--- src/rtl/alu_instr_sequencer.sv ---
// Control-step sequencer for one register-register ALU instruction:
// fetch (T0-T2), decode (T3), execute/write-back (T4-T6), with start/done handshake.
module alu_instr_sequencer #(
  parameter int unsigned DATA_W   = 32,
  parameter int unsigned NUM_REGS = 16
) (
  input  logic                Clock,
  input  logic                Clear,
  input  logic                start,
  input  logic                mem_ready,
  input  logic [DATA_W-1:0]   IR,
  output logic                out_PC,
  output logic                out_Z_LO,
  output logic                out_Z_HI,
  output logic                out_MDR,
  output logic                MAR_in,
  output logic                PC_in,
  output logic                MDR_in,
  output logic                IR_in,
  output logic                Y_in,
  output logic                Z_in,
  output logic                HI_in,
  output logic                LO_in,
  output logic                IncPC,
  output logic                Read,
  output logic [NUM_REGS-1:0] reg_out,
  output logic [NUM_REGS-1:0] reg_in,
  output logic [4:0]          alu_op,
  output logic                busy,
  output logic                done,
  output logic                illegal
);

  localparam int unsigned OP_W = 5;
  localparam int unsigned RF_W = 4;

  typedef enum logic [3:0] {
    S_IDLE, S_T0, S_T1, S_T2, S_T3, S_T4, S_T5, S_T6, S_ERR
  } state_t;

  typedef enum logic [1:0] {
    C_BIN, C_HL, C_UN, C_ILL
  } op_class_t;

  state_t state, state_nxt;

  logic [OP_W-1:0] op_q;
  logic [RF_W-1:0] ra_q, rb_q, rc_q;

  logic [OP_W-1:0] ir_op;
  logic [RF_W-1:0] ir_ra, ir_rb, ir_rc;
  op_class_t       ir_class, q_class;
  logic            ir_legal;
  logic            ir_unused;

  function automatic op_class_t classify(input logic [OP_W-1:0] op);
    case (op)
      5'd3, 5'd4, 5'd5, 5'd6, 5'd7, 5'd8, 5'd9, 5'd10, 5'd11: return C_BIN;
      5'd15, 5'd16:                                           return C_HL;
      5'd17, 5'd18:                                           return C_UN;
      default:                                                return C_ILL;
    endcase
  endfunction

  // One-hot register select; fields beyond NUM_REGS select nothing.
  function automatic logic [NUM_REGS-1:0] reg_sel(input logic [RF_W-1:0] idx);
    logic [NUM_REGS-1:0] r;
    for (int i = 0; i < int'(NUM_REGS); i++) begin
      r[i] = (idx == RF_W'(i));
    end
    return r;
  endfunction

  function automatic logic reg_ok(input logic [RF_W-1:0] idx);
    return {1'b0, idx} < 5'(NUM_REGS);
  endfunction

  assign ir_op     = IR[31:27];
  assign ir_ra     = IR[26:23];
  assign ir_rb     = IR[22:19];
  assign ir_rc     = IR[18:15];
  assign ir_unused = ^IR;
  assign ir_class  = classify(ir_op);
  assign q_class   = classify(op_q);

  // Rc is only consulted by binary ops; every class uses Ra and Rb.
  assign ir_legal = (ir_class != C_ILL) && reg_ok(ir_ra) && reg_ok(ir_rb) &&
                    ((ir_class != C_BIN) || reg_ok(ir_rc));

  always_ff @(posedge Clock) begin
    if (!Clear) begin
      state <= S_IDLE;
      op_q  <= '0;
      ra_q  <= '0;
      rb_q  <= '0;
      rc_q  <= '0;
    end else begin
      state <= state_nxt;
      if (state == S_T3) begin
        op_q <= ir_op;
        ra_q <= ir_ra;
        rb_q <= ir_rb;
        rc_q <= ir_rc;
      end
    end
  end

  always_comb begin
    state_nxt = state;
    out_PC    = 1'b0;
    out_Z_LO  = 1'b0;
    out_Z_HI  = 1'b0;
    out_MDR   = 1'b0;
    MAR_in    = 1'b0;
    PC_in     = 1'b0;
    MDR_in    = 1'b0;
    IR_in     = 1'b0;
    Y_in      = 1'b0;
    Z_in      = 1'b0;
    HI_in     = 1'b0;
    LO_in     = 1'b0;
    IncPC     = 1'b0;
    Read      = 1'b0;
    reg_out   = '0;
    reg_in    = '0;
    alu_op    = '0;
    busy      = (state != S_IDLE);
    done      = 1'b0;
    illegal   = 1'b0;

    case (state)
      S_IDLE: if (start) state_nxt = S_T0;
      S_T0: begin
        out_PC    = 1'b1;
        MAR_in    = 1'b1;
        IncPC     = 1'b1;
        Z_in      = 1'b1;
        state_nxt = S_T1;
      end
      S_T1: begin
        out_Z_LO = 1'b1;
        PC_in    = 1'b1;
        Read     = 1'b1;
        MDR_in   = 1'b1;
        if (mem_ready) state_nxt = S_T2;
      end
      S_T2: begin
        out_MDR   = 1'b1;
        IR_in     = 1'b1;
        state_nxt = S_T3;
      end
      // Decode straight from IR; the fields are captured on the way out.
      S_T3: begin
        case (ir_class)
          C_BIN: begin
            reg_out = reg_sel(ir_rb);
            Y_in    = 1'b1;
          end
          C_HL: begin
            reg_out = reg_sel(ir_ra);
            Y_in    = 1'b1;
          end
          default: ;
        endcase
        state_nxt = ir_legal ? S_T4 : S_ERR;
      end
      S_T4: begin
        alu_op    = op_q;
        Z_in      = 1'b1;
        reg_out   = (q_class == C_BIN) ? reg_sel(rc_q) : reg_sel(rb_q);
        state_nxt = S_T5;
      end
      S_T5: begin
        out_Z_LO = 1'b1;
        if (q_class == C_HL) begin
          LO_in     = 1'b1;
          state_nxt = S_T6;
        end else begin
          reg_in    = reg_sel(ra_q);
          done      = 1'b1;
          state_nxt = S_IDLE;
        end
      end
      S_T6: begin
        out_Z_HI  = 1'b1;
        HI_in     = 1'b1;
        done      = 1'b1;
        state_nxt = S_IDLE;
      end
      S_ERR: begin
        illegal   = 1'b1;
        state_nxt = S_IDLE;
      end
      default: state_nxt = S_IDLE;
    endcase
  end

endmodule

--- config.mk ---
export PLATFORM = sky130hd
export DESIGN_NAME = alu_instr_sequencer
export DESIGN_NICKNAME = d
export VERILOG_FILES = /design/src/rtl/alu_instr_sequencer.sv
export SDC_FILE = /design/constraint.sdc
export NUM_CORES = 1
export LEC_CHECK = 0
export BUFFER_PORTS_ARGS = -buffer_cell sky130_fd_sc_hd__buf_2
export CORE_MARGIN = 1
export CORE_UTILIZATION = 23
export DETAILED_ROUTE_END_ITERATION = 8
export RECOVER_POWER = 100
export SYNTH_ARGS = -nofsm -noshare
export SYNTH_HDL_FRONTEND = slang
export SYNTH_SLANG_ARGS = --single-unit
--- constraint.sdc ---
create_clock -name Clock -period 2.3 [get_ports Clock]
set_input_delay 0.115 -clock Clock [delete_from_list [all_inputs] [get_ports Clock]]
set_output_delay 0.115 -clock Clock [all_outputs]
set_load 0.005 [all_outputs]
==> results.rst <==
.. list-table::
   :header-rows: 1

   * - Metric
     - Value
   * - Run status
     - complete, no violations
   * - Total wire length
     - 5.58 mm
   * - Final setup skew
     - 0.00130 ns
   * - Violation count after the first detailed-routing iteration
     - 137
   * - Count of standard-cell rows
     - 32
   * - Actual transition at the worst max-transition pin
     - 0.770 ns
   * - Startpoint of the lowest-slack hold path
     - IR[18]
   * - Final net count
     - 379
   * - Clock root cell
     - clkbuf_8
   * - Setup repair after global routing missed its margin
     - false
   * - # port buffers
     - 74
   * - Maximum number of pins on one net before global-route repair
     - 26
   * - Relative area change from synthesis to final layout
     - 29.7%
   * - Multi-input gate area
     - 0.00129 sq mm
   * - Relative max-transition margin
     - 0.480
   * - Number of DRC violations after detailed routing
     - 0
   * - X dimension of the die
     - 92.4 microns
   * - Yosys Warn Count
     - 0
   * - Wire length of the first global-routing pass
     - between 8 and 9 mm
   * - Flop-to-flop setup slack
     - 0.18 ns
   * - Worst endpoint data arrival time
     - 2.07 ns
   * - Count of cells along the worst hold path
     - 3
   * - Startpoint type of the worst setup path
     - flop
   * - Number of global-route vias before repair
     - 1872
   * - Clock tree from TritonCTS
     - built
   * - H-tree depth
     - 1
   * - Endpoint, Worst Hold
     - rc_q[3]$_SDFFE_PN0P_
   * - Max_cap viols
     - 0
   * - Routed via count divided by cell count
     - slightly below 5
   * - Most frequent cells in the layout
     - buf_2 (72), nand2_1 (46), nor2_1 (28), dfxtp_1 (21), a21boi_0 (18)
   * - Final Hold Vio Count
     - 0
   * - Number of nets produced by synthesis
     - 305
   * - Power per Cell Area
     - between 300 and 400 mW/mm^2
   * - Peak supply drop
     - roughly 0.18 mV
   * - Area taken by flip-flops and latches
     - 463 sq um
   * - Die Outline Area
     - around 0.0085 sq mm
   * - Final Cycle Share
     - 0.952
   * - Routed wire per std cell
     - 12.7 microns
   * - Fraction of the core area covered by cells at the end of the flow
     - 0.312
   * - Final estimated routing congestion in global placement
     - just over 0.8
   * - Count of buffering cells on the critical path with inverters included
     - 1
   * - Crit end category
     - primary output
   * - TritonCTS buffer count
     - 3
   * - Slowest stage delay, CP
     - ~0.44 ns
   * - Design Power
     - ~0.00087 W
   * - Global-route usage over all layers
     - 0.125
   * - FF-to-FF Start
     - state[2]$_SDFFE_PN0P_
   * - Minimum hold slack
     - 0.0945 ns
   * - Required time at the worst-slack endpoint
     - 2.18 ns
   * - Most used flip-flop cell after synthesis
     - dfxtp_1
   * - Share of Yosys cell area claimed by the top area cell type
     - 0.245
   * - Router iterations before antenna repair
     - 5
   * - Clock tree sinks
     - 23
   * - Number of enable-type register cells in the synthesized netlist
     - 0
   * - Total congestion overflow
     - 0
   * - Final number of max-transition violations
     - 0
   * - Endpoint of the lowest-slack register-to-register path
     - q_class[0]$_DFF_P_
   * - Initial core utilization
     - 0.241
   * - Critical path cell sequence
     - nand2b_4 -> or3_4 -> a21oi_4 -> or3b_4 -> o22ai_1 -> buf_2
   * - Area of the core
     - between 0.007 and 0.008 sq mm
   * - Category of the critical setup timing path
     - flop to primary output
   * - Diodes inserted
     - 0
   * - Post-Route Setup TNS
     - 0 ns
   * - Clk pin slew, worst setup/hold paths
     - 0.08 ns
   * - HP Class
     - input port to flop
   * - Fraction of final layout cells sized beyond drive strength 1
     - 0.308
   * - Clock insertion delay at the later pin of the skew report
     - 0.27 ns
   * - Post-layout min period
     - 2.19 ns
   * - Detailed-route via count
     - about 2100
   * - Total standard cell area after synthesis
     - 0.00188 sq mm
   * - Leakage
     - 1.06 nW
   * - Number of standard cells after synthesis
     - roughly 270
   * - Count of final setup violators
     - 0
   * - Cells taking the most area after synthesis
     - dfxtp_1 (25%), nand2_1 (9.2%), a21boi_0 (7.2%)
   * - Average instance area after synthesis
     - roughly 7 sq um
   * - Top cell family by delay on the critical path
     - simple AND/OR/NAND/NOR gates
   * - Async set-or-reset flop fraction in the synthesized netlist
     - 0
   * - Register-to-Register Path Depth
     - 8
   * - Synth area leader
     - dfxtp_1
   * - Die span in y
     - 92.4 microns
   * - Clock Path Buffers
     - 2
   * - Sequential area share after synthesis
     - 0.245
   * - Post-route ant nets
     - 0
   * - Fillers
     - about 860
   * - Commonest non-fill, non-tap cell in the layout
     - buf_2
   * - Slowest stage cell on the critical path
     - or3b_4
   * - Post-layout worst setup margin
     - roughly 0.11 ns
   * - Worst slack at placement
     - 0.0595 ns
   * - Placed wire-length estimate
     - 4.49 mm
   * - Number of register bits inferred by synthesis
     - 23
   * - Post-synth cell types
     - 51
   * - Top-level I/O count
     - 90
   * - Worst-path maximum fanout
     - 8
   * - FMAX
     - 0.457 GHz
   * - Initial antenna violation count
     - 0
## what timing repair did
action,in CTS,in global routing
endpoints found under the setup margin,5,7
setup buffers,0,2
resized for setup,2,3
hold buffers,0,0
## final cells by class
class                      instances  area share
timing repair buffer              88       0.191
inverter                          12      0.0185
sequential                        23       0.190
tap                              102      0.0524
multi-input combinational        211       0.529
clock buffer                       3      0.0169
clock inverter                     1     0.00205
## per-stage QoR
| step | instances | instance area (sq um) |
|---|---|---|
| after detailed placement | 434 | 2360 |
| after CTS | 438 | 2420 |
| after global placement | 434 | 2360 |
| final | 440 | 2440 |
| after global routing | 440 | 2440 |
| after floorplan | 265 | 1880 |
## kinds of logic after synthesis
family,Yosys count,share of synthesized area
simple gates,138,0.377
buf+inv,31,0.0786
fa+ha+maj,4,0.0266
mux,7,0.0413
flops,23,0.245
xor+xnor,1,0.00466
compound gates,61,0.227
## cells in the mapped netlist, drive strengths merged (2+ instances only)
library cell	n
o22ai	10
nor3b	3
mux2i	4
o31ai	3
and3	3
or3	5
nand2b	8
buf	8
nor4b	2
nor2b	3
dfxtp	23
nor3	12
nand3	7
and2	5
a21oi	4
clkbuf	11
nor4	2
nor2	28
o32ai	2
nand2	46
or3b	2
mux2	3
a31oi	8
nand3b	5
inv	12
o21ai	8
or4	2
ha	4
a21boi	18
or2b	2
## where the power goes
| part | switching, W | internal (W) |
|---|---|---|
| combinational | 0.000111 | 0.0000888 |
| sequential | 0.0000115 | 0.000408 |
| clock | 0.000134 | 0.000121 |
| total | 0.000256 | 0.000618 |
## routing by layer
| metal | up-vias | global-route usage | share of wire |
|---|---|---|---|
| li1 | 1081 | - | - |
| met1 | 953 | 0.162 | 0.46 |
| met2 | 74 | 0.215 | 0.48 |
| met3 | 5 | 0.0107 | 0.045 |
| met4 | 0 | 0.0456 | 0.013 |
| met5 | - | 0 | 0 |
## registers in the layout, summed over array words and instances (netlist names)
signal / flops
op_q: 5
q_class: 2
ra_q: 4
rb_q: 4
rc_q: 4
state: 4
## worst max-delay path by stage
stage,start,cells after the start,endpoint,slack [ns]
finish,state[3]$_SDFFE_PN0P_,6,reg_out[9],0.11
global route,state[0]$_SDFFE_PN0P_,8,q_class[0]$_DFF_P_,0.0009
CTS,state[2]$_SDFFE_PN0P_,7,q_class[0]$_DFF_P_,0.04
detailed placement,state[2]$_SDFFE_PN0P_,7,q_class[0]$_DFF_P_,0.06
global placement,IR[27],8,reg_out[11],0.15
floorplan,state[2]$_SDFFE_PN0P_,8,q_class[0]$_DFF_P_,0.37
## worst min-delay path: cells and delay by family
family / cells / cell delay, ns
and+or+nand+nor: 1 / 0.04
buffers and inverters: 1 / 0.10
AOI/OAI and AO/OA: 1 / 0.06
Power figures use the tool's default switching activity.
